**config.mk**
```make
export PLATFORM = sky130hd
export DESIGN_NAME = npu_mac_array_flat
export DESIGN_NICKNAME = d
export VERILOG_FILES = /design/src/rtl/npu_pkg.sv /design/src/rtl/npu_mac_array_if.sv /design/src/rtl/mac_lane.sv /design/src/rtl/npu_mac_array.sv /design/src/flat_wrapper.sv
export SDC_FILE = /design/constraint.sdc
export NUM_CORES = 1
export LEC_CHECK = 0
export CORE_MARGIN = 2
export CORE_UTILIZATION = 55
export CTS_CLUSTER_DIAMETER = 30
export DETAILED_ROUTE_END_ITERATION = 8
export PLACE_DENSITY = 0.75
export SLEW_MARGIN = 5
export SYNTH_ARGS = -nofsm -noshare
export SYNTH_HDL_FRONTEND = slang
export SYNTH_HIERARCHICAL = 1
export SYNTH_SLANG_ARGS = --single-unit
```
**constraint.sdc**
```tcl
create_clock -name CLKEXT -period 13.1 [get_ports CLKEXT]
set_input_delay 2.62 -clock CLKEXT [delete_from_list [all_inputs] [get_ports CLKEXT]]
set_output_delay 2.62 -clock CLKEXT [all_outputs]
set_load 0.005 [all_outputs]
```
**src/rtl/npu_pkg.sv**
```systemverilog
// Shared constants and FSM state encoding for the NPU MAC array.
package npu_pkg;
  localparam int DEF_LANES  = 4;
  localparam int DEF_DATA_W = 8;
  localparam int DEF_ACC_W  = 16;

  typedef enum logic [2:0] {
    ST_IDLE   = 3'd0,
    ST_ACCUM  = 3'd1,
    ST_ACT    = 3'd2,
    ST_SHIFT  = 3'd3,
    ST_FINISH = 3'd4
  } state_t;
endpackage

```
**src/rtl/npu_mac_array_if.sv**
```systemverilog
// Operand input and byte-stream output handshake bundle of the MAC array.
interface npu_mac_array_if #(
  parameter int LANES  = npu_pkg::DEF_LANES,
  parameter int DATA_W = npu_pkg::DEF_DATA_W
);
  logic [LANES*DATA_W-1:0] A_IN;
  logic [LANES*DATA_W-1:0] B_IN;
  logic                    IN_VALID;
  logic                    IN_READY;
  logic [7:0]              OUT_DATA;
  logic                    OUT_VALID;
  logic                    OUT_READY;

  modport master (
    output A_IN, B_IN, IN_VALID, OUT_READY,
    input  IN_READY, OUT_DATA, OUT_VALID
  );

  modport slave (
    input  A_IN, B_IN, IN_VALID, OUT_READY,
    output IN_READY, OUT_DATA, OUT_VALID
  );
endinterface

```
**src/rtl/mac_lane.sv**
```systemverilog
// One lane: bias load, saturating signed multiply-accumulate, ReLU/bypass result register.
module mac_lane import npu_pkg::*; #(
  parameter int DATA_W = DEF_DATA_W,
  parameter int ACC_W  = DEF_ACC_W
) (
  input  logic              i_clk,
  input  logic              i_rst,
  input  logic              i_load,
  input  logic [DATA_W-1:0] i_bias,
  input  logic              i_beat,
  input  logic [DATA_W-1:0] i_a,
  input  logic [DATA_W-1:0] i_b,
  input  logic              i_act,
  input  logic              i_bypass,
  output logic [ACC_W-1:0]  o_act,
  output logic [ACC_W-1:0]  o_res
);
  localparam logic [ACC_W-1:0] MAX_V = {1'b0, {(ACC_W-1){1'b1}}};
  localparam logic [ACC_W-1:0] MIN_V = {1'b1, {(ACC_W-1){1'b0}}};

  logic [ACC_W-1:0]    r_acc;
  logic [ACC_W-1:0]    r_res;
  logic [2*DATA_W-1:0] w_prod;
  logic [ACC_W:0]      w_sum;
  logic [ACC_W-1:0]    w_sat;

  assign w_prod = $signed(i_a) * $signed(i_b);
  // One guard bit is enough: |product| never exceeds a quarter of the accumulator range.
  assign w_sum  = {r_acc[ACC_W-1], r_acc}
                + {{(ACC_W+1-2*DATA_W){w_prod[2*DATA_W-1]}}, w_prod};

  always_comb begin
    w_sat = w_sum[ACC_W-1:0];
    if (w_sum[ACC_W] != w_sum[ACC_W-1]) w_sat = w_sum[ACC_W] ? MIN_V : MAX_V;
  end

  assign o_act = (r_acc[ACC_W-1] && !i_bypass) ? '0 : r_acc;
  assign o_res = r_res;

  always_ff @(posedge i_clk) begin
    if (i_rst) begin
      r_acc <= '0;
      r_res <= '0;
    end else begin
      if (i_load)      r_acc <= {{(ACC_W-DATA_W){i_bias[DATA_W-1]}}, i_bias};
      else if (i_beat) r_acc <= w_sat;
      if (i_act)       r_res <= o_act;
    end
  end
endmodule

```
**src/rtl/npu_mac_array.sv**
```systemverilog
// Multi-lane MAC/ReLU job engine: accumulate K beats, activate, then stream results as bytes.
module npu_mac_array import npu_pkg::*; #(
  parameter int LANES  = DEF_LANES,
  parameter int DATA_W = DEF_DATA_W,
  parameter int ACC_W  = DEF_ACC_W
) (
  input  logic                    CLKEXT,
  input  logic                    RST_GLO,
  input  logic                    START,
  input  logic [7:0]              K_LEN,
  input  logic [LANES-1:0]        BYPASS_RELU,
  input  logic [LANES*DATA_W-1:0] BIAS_IN,
  npu_mac_array_if.slave          bus,
  output logic                    BUSY,
  output logic                    DONE,
  output logic [7:0]              MAX_INDEX,
  output logic [ACC_W-1:0]        MAX_VALUE,
  output state_t                  DBG_STATE
);
  localparam int NBYTES = 2 * LANES;
  localparam int PTR_W  = (NBYTES > 1) ? $clog2(NBYTES) : 1;
  localparam logic [PTR_W-1:0] LAST = PTR_W'(NBYTES - 1);

  state_t           r_state;
  logic [7:0]       r_rem;
  logic [PTR_W-1:0] r_ptr;
  logic [LANES-1:0] r_bypass;
  logic             r_in_ready, r_out_valid, r_busy, r_done;
  logic [7:0]       r_max_idx;
  logic [ACC_W-1:0] r_max_val;

  logic             w_load, w_beat, w_act, w_take;
  logic [ACC_W-1:0] w_act_v [LANES];
  logic [ACC_W-1:0] w_res   [LANES];
  logic [7:0]       w_bytes [NBYTES];
  logic [7:0]       w_best_idx;
  logic [ACC_W-1:0] w_best_val;

  // Handshakes: a transfer happens on a rising edge where valid and ready are both high;
  // an offered beat or byte stays unchanged until it is taken.
  assign w_load = (r_state == ST_IDLE) && START;
  assign w_beat = bus.IN_VALID && r_in_ready;
  assign w_act  = (r_state == ST_ACT);
  assign w_take = r_out_valid && bus.OUT_READY;

  for (genvar g = 0; g < LANES; g++) begin : g_lane
    mac_lane #(.DATA_W(DATA_W), .ACC_W(ACC_W)) u_lane (
      .i_clk    (CLKEXT),
      .i_rst    (RST_GLO),
      .i_load   (w_load),
      .i_bias   (BIAS_IN[g*DATA_W +: DATA_W]),
      .i_beat   (w_beat),
      .i_a      (bus.A_IN[g*DATA_W +: DATA_W]),
      .i_b      (bus.B_IN[g*DATA_W +: DATA_W]),
      .i_act    (w_act),
      .i_bypass (r_bypass[g]),
      .o_act    (w_act_v[g]),
      .o_res    (w_res[g])
    );
    // Highest lane leaves first, high half before low half.
    assign w_bytes[2*(LANES-1-g)]   = 8'(w_res[g][ACC_W-1:ACC_W/2]);
    assign w_bytes[2*(LANES-1-g)+1] = 8'(w_res[g][ACC_W/2-1:0]);
  end

  always_comb begin
    w_best_idx = 8'd0;
    w_best_val = w_act_v[0];
    for (int i = 1; i < LANES; i++) begin
      if ($signed(w_act_v[i]) > $signed(w_best_val)) begin
        w_best_val = w_act_v[i];
        w_best_idx = 8'(i);
      end
    end
  end

  always_ff @(posedge CLKEXT) begin
    if (RST_GLO) begin
      r_state     <= ST_IDLE;
      r_rem       <= '0;
      r_ptr       <= '0;
      r_bypass    <= '0;
      r_in_ready  <= 1'b0;
      r_out_valid <= 1'b0;
      r_busy      <= 1'b0;
      r_done      <= 1'b0;
      r_max_idx   <= '0;
      r_max_val   <= '0;
    end else begin
      case (r_state)
        ST_IDLE: if (START) begin
          r_bypass <= BYPASS_RELU;
          r_rem    <= K_LEN;
          r_busy   <= 1'b1;
          if (K_LEN == 8'd0) begin
            r_state <= ST_ACT;
          end else begin
            r_state    <= ST_ACCUM;
            r_in_ready <= 1'b1;
          end
        end
        ST_ACCUM: if (w_beat) begin
          r_rem <= r_rem - 8'd1;
          if (r_rem == 8'd1) begin
            r_state    <= ST_ACT;
            r_in_ready <= 1'b0;
          end
        end
        ST_ACT: begin
          r_state     <= ST_SHIFT;
          r_ptr       <= '0;
          r_out_valid <= 1'b1;
          r_max_idx   <= w_best_idx;
          r_max_val   <= w_best_val;
        end
        ST_SHIFT: if (w_take) begin
          if (r_ptr == LAST) begin
            r_state     <= ST_FINISH;
            r_out_valid <= 1'b0;
            r_done      <= 1'b1;
          end else begin
            r_ptr <= r_ptr + 1'b1;
          end
        end
        ST_FINISH: begin
          r_state <= ST_IDLE;
          r_done  <= 1'b0;
          r_busy  <= 1'b0;
        end
        default: r_state <= ST_IDLE;
      endcase
    end
  end

  assign bus.IN_READY  = r_in_ready;
  assign bus.OUT_VALID = r_out_valid;
  assign bus.OUT_DATA  = r_out_valid ? w_bytes[r_ptr] : 8'h00;
  assign BUSY          = r_busy;
  assign DONE          = r_done;
  assign MAX_INDEX     = r_max_idx;
  assign MAX_VALUE     = r_max_val;
  assign DBG_STATE     = r_state;
endmodule
```
**src/flat_wrapper.sv**
```systemverilog
// flat-port wrapper written by rule: the top's interface ports become plain ports
module npu_mac_array_flat import npu_pkg::*;
#(
  parameter int LANES  = DEF_LANES,
  parameter int DATA_W = DEF_DATA_W,
  parameter int ACC_W  = DEF_ACC_W
)
  (CLKEXT, RST_GLO, START, K_LEN, BYPASS_RELU, BIAS_IN, BUSY, DONE, MAX_INDEX, MAX_VALUE, DBG_STATE, bus_A_IN, bus_B_IN, bus_IN_VALID, bus_OUT_READY, bus_IN_READY, bus_OUT_DATA, bus_OUT_VALID);
  npu_mac_array_if #(.LANES(LANES), .DATA_W(DATA_W)) bus_i ();
  input  logic CLKEXT;
  input  logic RST_GLO;
  input  logic START;
  input  logic [7:0] K_LEN;
  input  logic [LANES-1:0] BYPASS_RELU;
  input  logic [LANES*DATA_W-1:0] BIAS_IN;
  output logic BUSY;
  output logic DONE;
  output logic [7:0] MAX_INDEX;
  output logic [ACC_W-1:0] MAX_VALUE;
  output state_t DBG_STATE;
  input wire logic [$bits(bus_i.A_IN)-1:0] bus_A_IN;
  input wire logic [$bits(bus_i.B_IN)-1:0] bus_B_IN;
  input wire logic [$bits(bus_i.IN_VALID)-1:0] bus_IN_VALID;
  input wire logic [$bits(bus_i.OUT_READY)-1:0] bus_OUT_READY;
  output wire logic [$bits(bus_i.IN_READY)-1:0] bus_IN_READY;
  output wire logic [$bits(bus_i.OUT_DATA)-1:0] bus_OUT_DATA;
  output wire logic [$bits(bus_i.OUT_VALID)-1:0] bus_OUT_VALID;
  assign bus_i.A_IN = bus_A_IN;
  assign bus_i.B_IN = bus_B_IN;
  assign bus_i.IN_VALID = bus_IN_VALID;
  assign bus_i.OUT_READY = bus_OUT_READY;
  assign bus_IN_READY = bus_i.IN_READY;
  assign bus_OUT_DATA = bus_i.OUT_DATA;
  assign bus_OUT_VALID = bus_i.OUT_VALID;
  npu_mac_array #(.LANES(LANES), .DATA_W(DATA_W), .ACC_W(ACC_W)) u_core (.CLKEXT(CLKEXT), .RST_GLO(RST_GLO), .START(START), .K_LEN(K_LEN), .BYPASS_RELU(BYPASS_RELU), .BIAS_IN(BIAS_IN), .bus(bus_i), .BUSY(BUSY), .DONE(DONE), .MAX_INDEX(MAX_INDEX), .MAX_VALUE(MAX_VALUE), .DBG_STATE(DBG_STATE));
endmodule
```
==> flow_metrics.py <==
metrics = {
    "run_status": {
        "status": "complete, no violations",
    },
    "clock_network": {
        "clock-sinks": 168,
        "tritoncts": "yes",
        "cts_htree_levels": 4,
        "postCtsHoldBufs": 0,
        "cts_setup_buffers": 0,
        "cts.repair.resized": 0,
        "cts_buffer_depth": 2,
        "clk_pin_slew_worst_paths_ps": 70,
        "cts_made_buffers": 17,
        "worstSkewPairLatency_ps": 430,
        "cts_root_buf": "clkbuf_16",
    },
    "floorplan": {
        "core-area_mm2": 0.0409,
        "rows": 74,
        "io_pins": 152,
        "dieArea_mm2": 0.0432,
        "die_y_um": 208,
        "initial_core_util": 0.558,
        "die_w_um": 208,
    },
    "timing": {
        "tns_ps": 0,
        "rsz0062_at_grt": "no",
        "whs_ps": 471,
        "max_freq_mhz": 108,
        "worst_pin_slew_ps": 1060,
        "finalHoldViolCount": 0,
        "period_share": 0.704,
        "setup_ws_ps": 3870,
        "setup_viol": 0,
        "maxSlewHeadroom": 0.287,
        "fin_crit_ps": 9230,
        "maxSlewViolCount": 0,
        "fin_skew_ps": 11.6,
    },
    "global_routing": {
        "grt_pass1_wl_um": 94600,
        "grt_overflow_total": 0,
        "first_global_vias": 18800,
        "grt_max_degree": 131,
        "track_usage": 0.266,
        "antenna_found_initial": 0,
    },
    "hold_path": {
        "min_path_cells": 2,
        "hold_class": "register to register",
    },
    "synthesis": {
        "synth_seq_cells": 168,
        "seq_area_frac_synth": 0.147,
        "yosysUniqueCellTypes": 108,
        "ys.flop_type": "dfxtp_1",
        "async_reset_ff_frac": 0,
        "synth_fa_ha_area_frac": 0.383,
        "synth_compound_area_frac": 0.149,
        "yosysWarningCount": 6,
        "synth_xor_area_frac": 0.0288,
        "muxShareOfSynthArea": 0.0308,
        "syn_area_mm2": 0.0228,
        "synth_top_family_by_area": "adder cells",
        "synth-simple-area-share": 0.181,
        "postSynthCellCount": 2534,
        "synth_edf_count": 0,
        "syn_avg_cell_area_um2": 9.01,
    },
    "drt": {
        "ant_nets": 0,
        "num_vias": 18200,
        "wl_met1_um": 24700,
        "met2WireLength_um": 27200,
        "routedWlPerCell_um": 17.7,
        "drc": 0,
        "drtPass1Iterations": 6,
        "highest_layer": "met4",
        "wl_um": 56000,
        "dr_wl_met3_um": 2730,
        "initialDrtViolationCount": 1449,
        "viasPerCell": 5.74,
    },
    "placed_design": {
        "hpwl_um": 46100,
        "port-buffer-count": 145,
        "place.gp.congestion": 0.938,
        "dpl_worst_slack_ps": 4060,
    },
    "layout": {
        "regArea_mm2": 0.00336,
        "multi_input_area_mm2": 0.0177,
        "n_antenna_cell": 0,
        "layout-drive-gt1-share": 0.0554,
        "finish.utilization": 0.615,
        "nFillCells": 3610,
        "final_nets": 3246,
        "areaGrowthSynthToFinish_pct": 10.2,
    },
    "worst_setup_path": {
        "start_kind": "register",
        "worstPathMaxFanout": 19,
        "r2r_slack_ps": 3870,
        "worst-setup-path-type": "register to register",
        "crit_slowest_cell": "a2111oi_0",
        "endpoint": "u_core/MAX_VALUE[7]$_SDFFE_PP0P_",
        "rr_worst_depth": 29,
        "critPathLaunch": "u_core/r_bypass[0]$_SDFFE_PP0P_",
        "worstPathRequired_ps": 13430,
        "max_stage_delay_ps": 690,
        "r2r_end": "u_core/MAX_VALUE[7]$_SDFFE_PP0P_",
        "cp-end-kind": "register",
        "timing.rr.start": "u_core/r_bypass[0]$_SDFFE_PP0P_",
        "cp_common_cell": "o21a_1",
        "worst_ep_arrival_time_ps": 9560,
    },
    "run": {
        "max_cap_violations": 0,
    },
}
-- cell usage in the layout, fill, tap and decap left out, drive strengths merged, types with 34 or more instances in the layout --
cell,count
o21ai,82
fa,304
nor2,119
clkdlybuf4s50,144
dfxtp,168
nand2b,78
nor3,47
ha,206
and2,203
a31oi,34
xnor2,54
a21oi,184
nand2,228
inv,362
-- how the worst min path moves through the flow --
stage,from,slack [ps],end
floorplan,u_core/r_bypass[0]$_SDFFE_PP0P_,440,u_core/r_bypass[0]$_SDFFE_PP0P_
global placement,u_core/g_lane[2].u_lane/o_res[5]$_SDFFE_PP0P_,450,u_core/g_lane[2].u_lane/o_res[5]$_SDFFE_PP0P_
detailed placement,u_core/g_lane[2].u_lane/o_res[11]$_SDFFE_PP0P_,460,u_core/g_lane[2].u_lane/o_res[11]$_SDFFE_PP0P_
CTS,u_core/g_lane[2].u_lane/o_res[11]$_SDFFE_PP0P_,470,u_core/g_lane[2].u_lane/o_res[11]$_SDFFE_PP0P_
global route,u_core/g_lane[3].u_lane/o_res[9]$_SDFFE_PP0P_,490,u_core/g_lane[3].u_lane/o_res[9]$_SDFFE_PP0P_
finish,u_core/g_lane[1].u_lane/o_res[8]$_SDFFE_PP0P_,470,u_core/g_lane[1].u_lane/o_res[8]$_SDFFE_PP0P_
-- cells by family (layout without fill, tap and decap cells) --
group | after synthesis | in the layout
compound gates | 492 | 492
xor+xnor | 66 | 66
fa+ha+maj | 518 | 518
buf+inv | 454 | 551
flops | 168 | 168
mux | 50 | 50
other cells | 1 | 6
simple gates | 785 | 785
-- final cells by class --
| cell class | count | area share |
|---|---|---|
| Timing Repair Buffer | 155 | 0.0606 |
| Clock inverter | 13 | 0.00487 |
| Clock buffer | 19 | 0.0176 |
| Inverter | 364 | 0.0543 |
| Tap cell | 532 | 0.0265 |
| Multi-Input combinational cell | 1917 | 0.702 |
| Sequential cell | 168 | 0.134 |
-- flip-flops by register name, indices dropped and copies added, names as in the netlist --
name	cells
u_core/BUSY	1
u_core/DBG_STATE	3
u_core/DONE	1
u_core/MAX_INDEX	2
u_core/MAX_VALUE	16
u_core/bus.IN_READY	1
u_core/bus.OUT_VALID	1
u_core/g_lane.u_lane/o_res	64
u_core/g_lane.u_lane/r_acc	64
u_core/r_bypass	4
u_core/r_ptr	3
u_core/r_rem	8
-- per-layer routing --
layer,up-vias,GRT usage
met5,-,0
met4,0,0.0712
met3,87,0.0292
met2,489,0.445
met1,9028,0.366
li1,8586,-
-- worst max-delay path: cells and delay by family, from the launching register on --
| kind | cells | cell delay, ps |
|---|---|---|
| flops | 1 | 360 |
| mux | 2 | 960 |
| simple gates | 11 | 3270 |
| buf+inv | 2 | 350 |
| fa+ha+maj | 3 | 820 |
| compound gates | 11 | 3340 |
-- through the flow --
| stage | std cells | area (µm²) |
|---|---|---|
| CTS | 3168 | 25200 |
| floorplan | 2539 | 22900 |
| global route | 3168 | 25200 |
| finish | 3168 | 25200 |
| global placement | 3136 | 24600 |
| detailed placement | 3136 | 24600 |
-- Yosys cell counts (all sizes together), types with 23 or more instances --
cell	number	area, µm²
ha	206	2580
nor2	119	454
nand2b	78	488
a21oi	184	932
o21ai	82	433
a31oi	34	234
nand2	228	863
inv	358	1340
mux2i	32	320
and2	203	1270
dfxtp	168	3360
clkbuf	65	284
nor3	47	257
buf	25	173
a211oi	33	360
fa	304	6090
nand3	23	120
a21o	24	181
xnor2	54	526
Power is left out: the tool's default activity adds up to more than one toggle a clock period on the data nets, which glitch-free logic cannot reach.
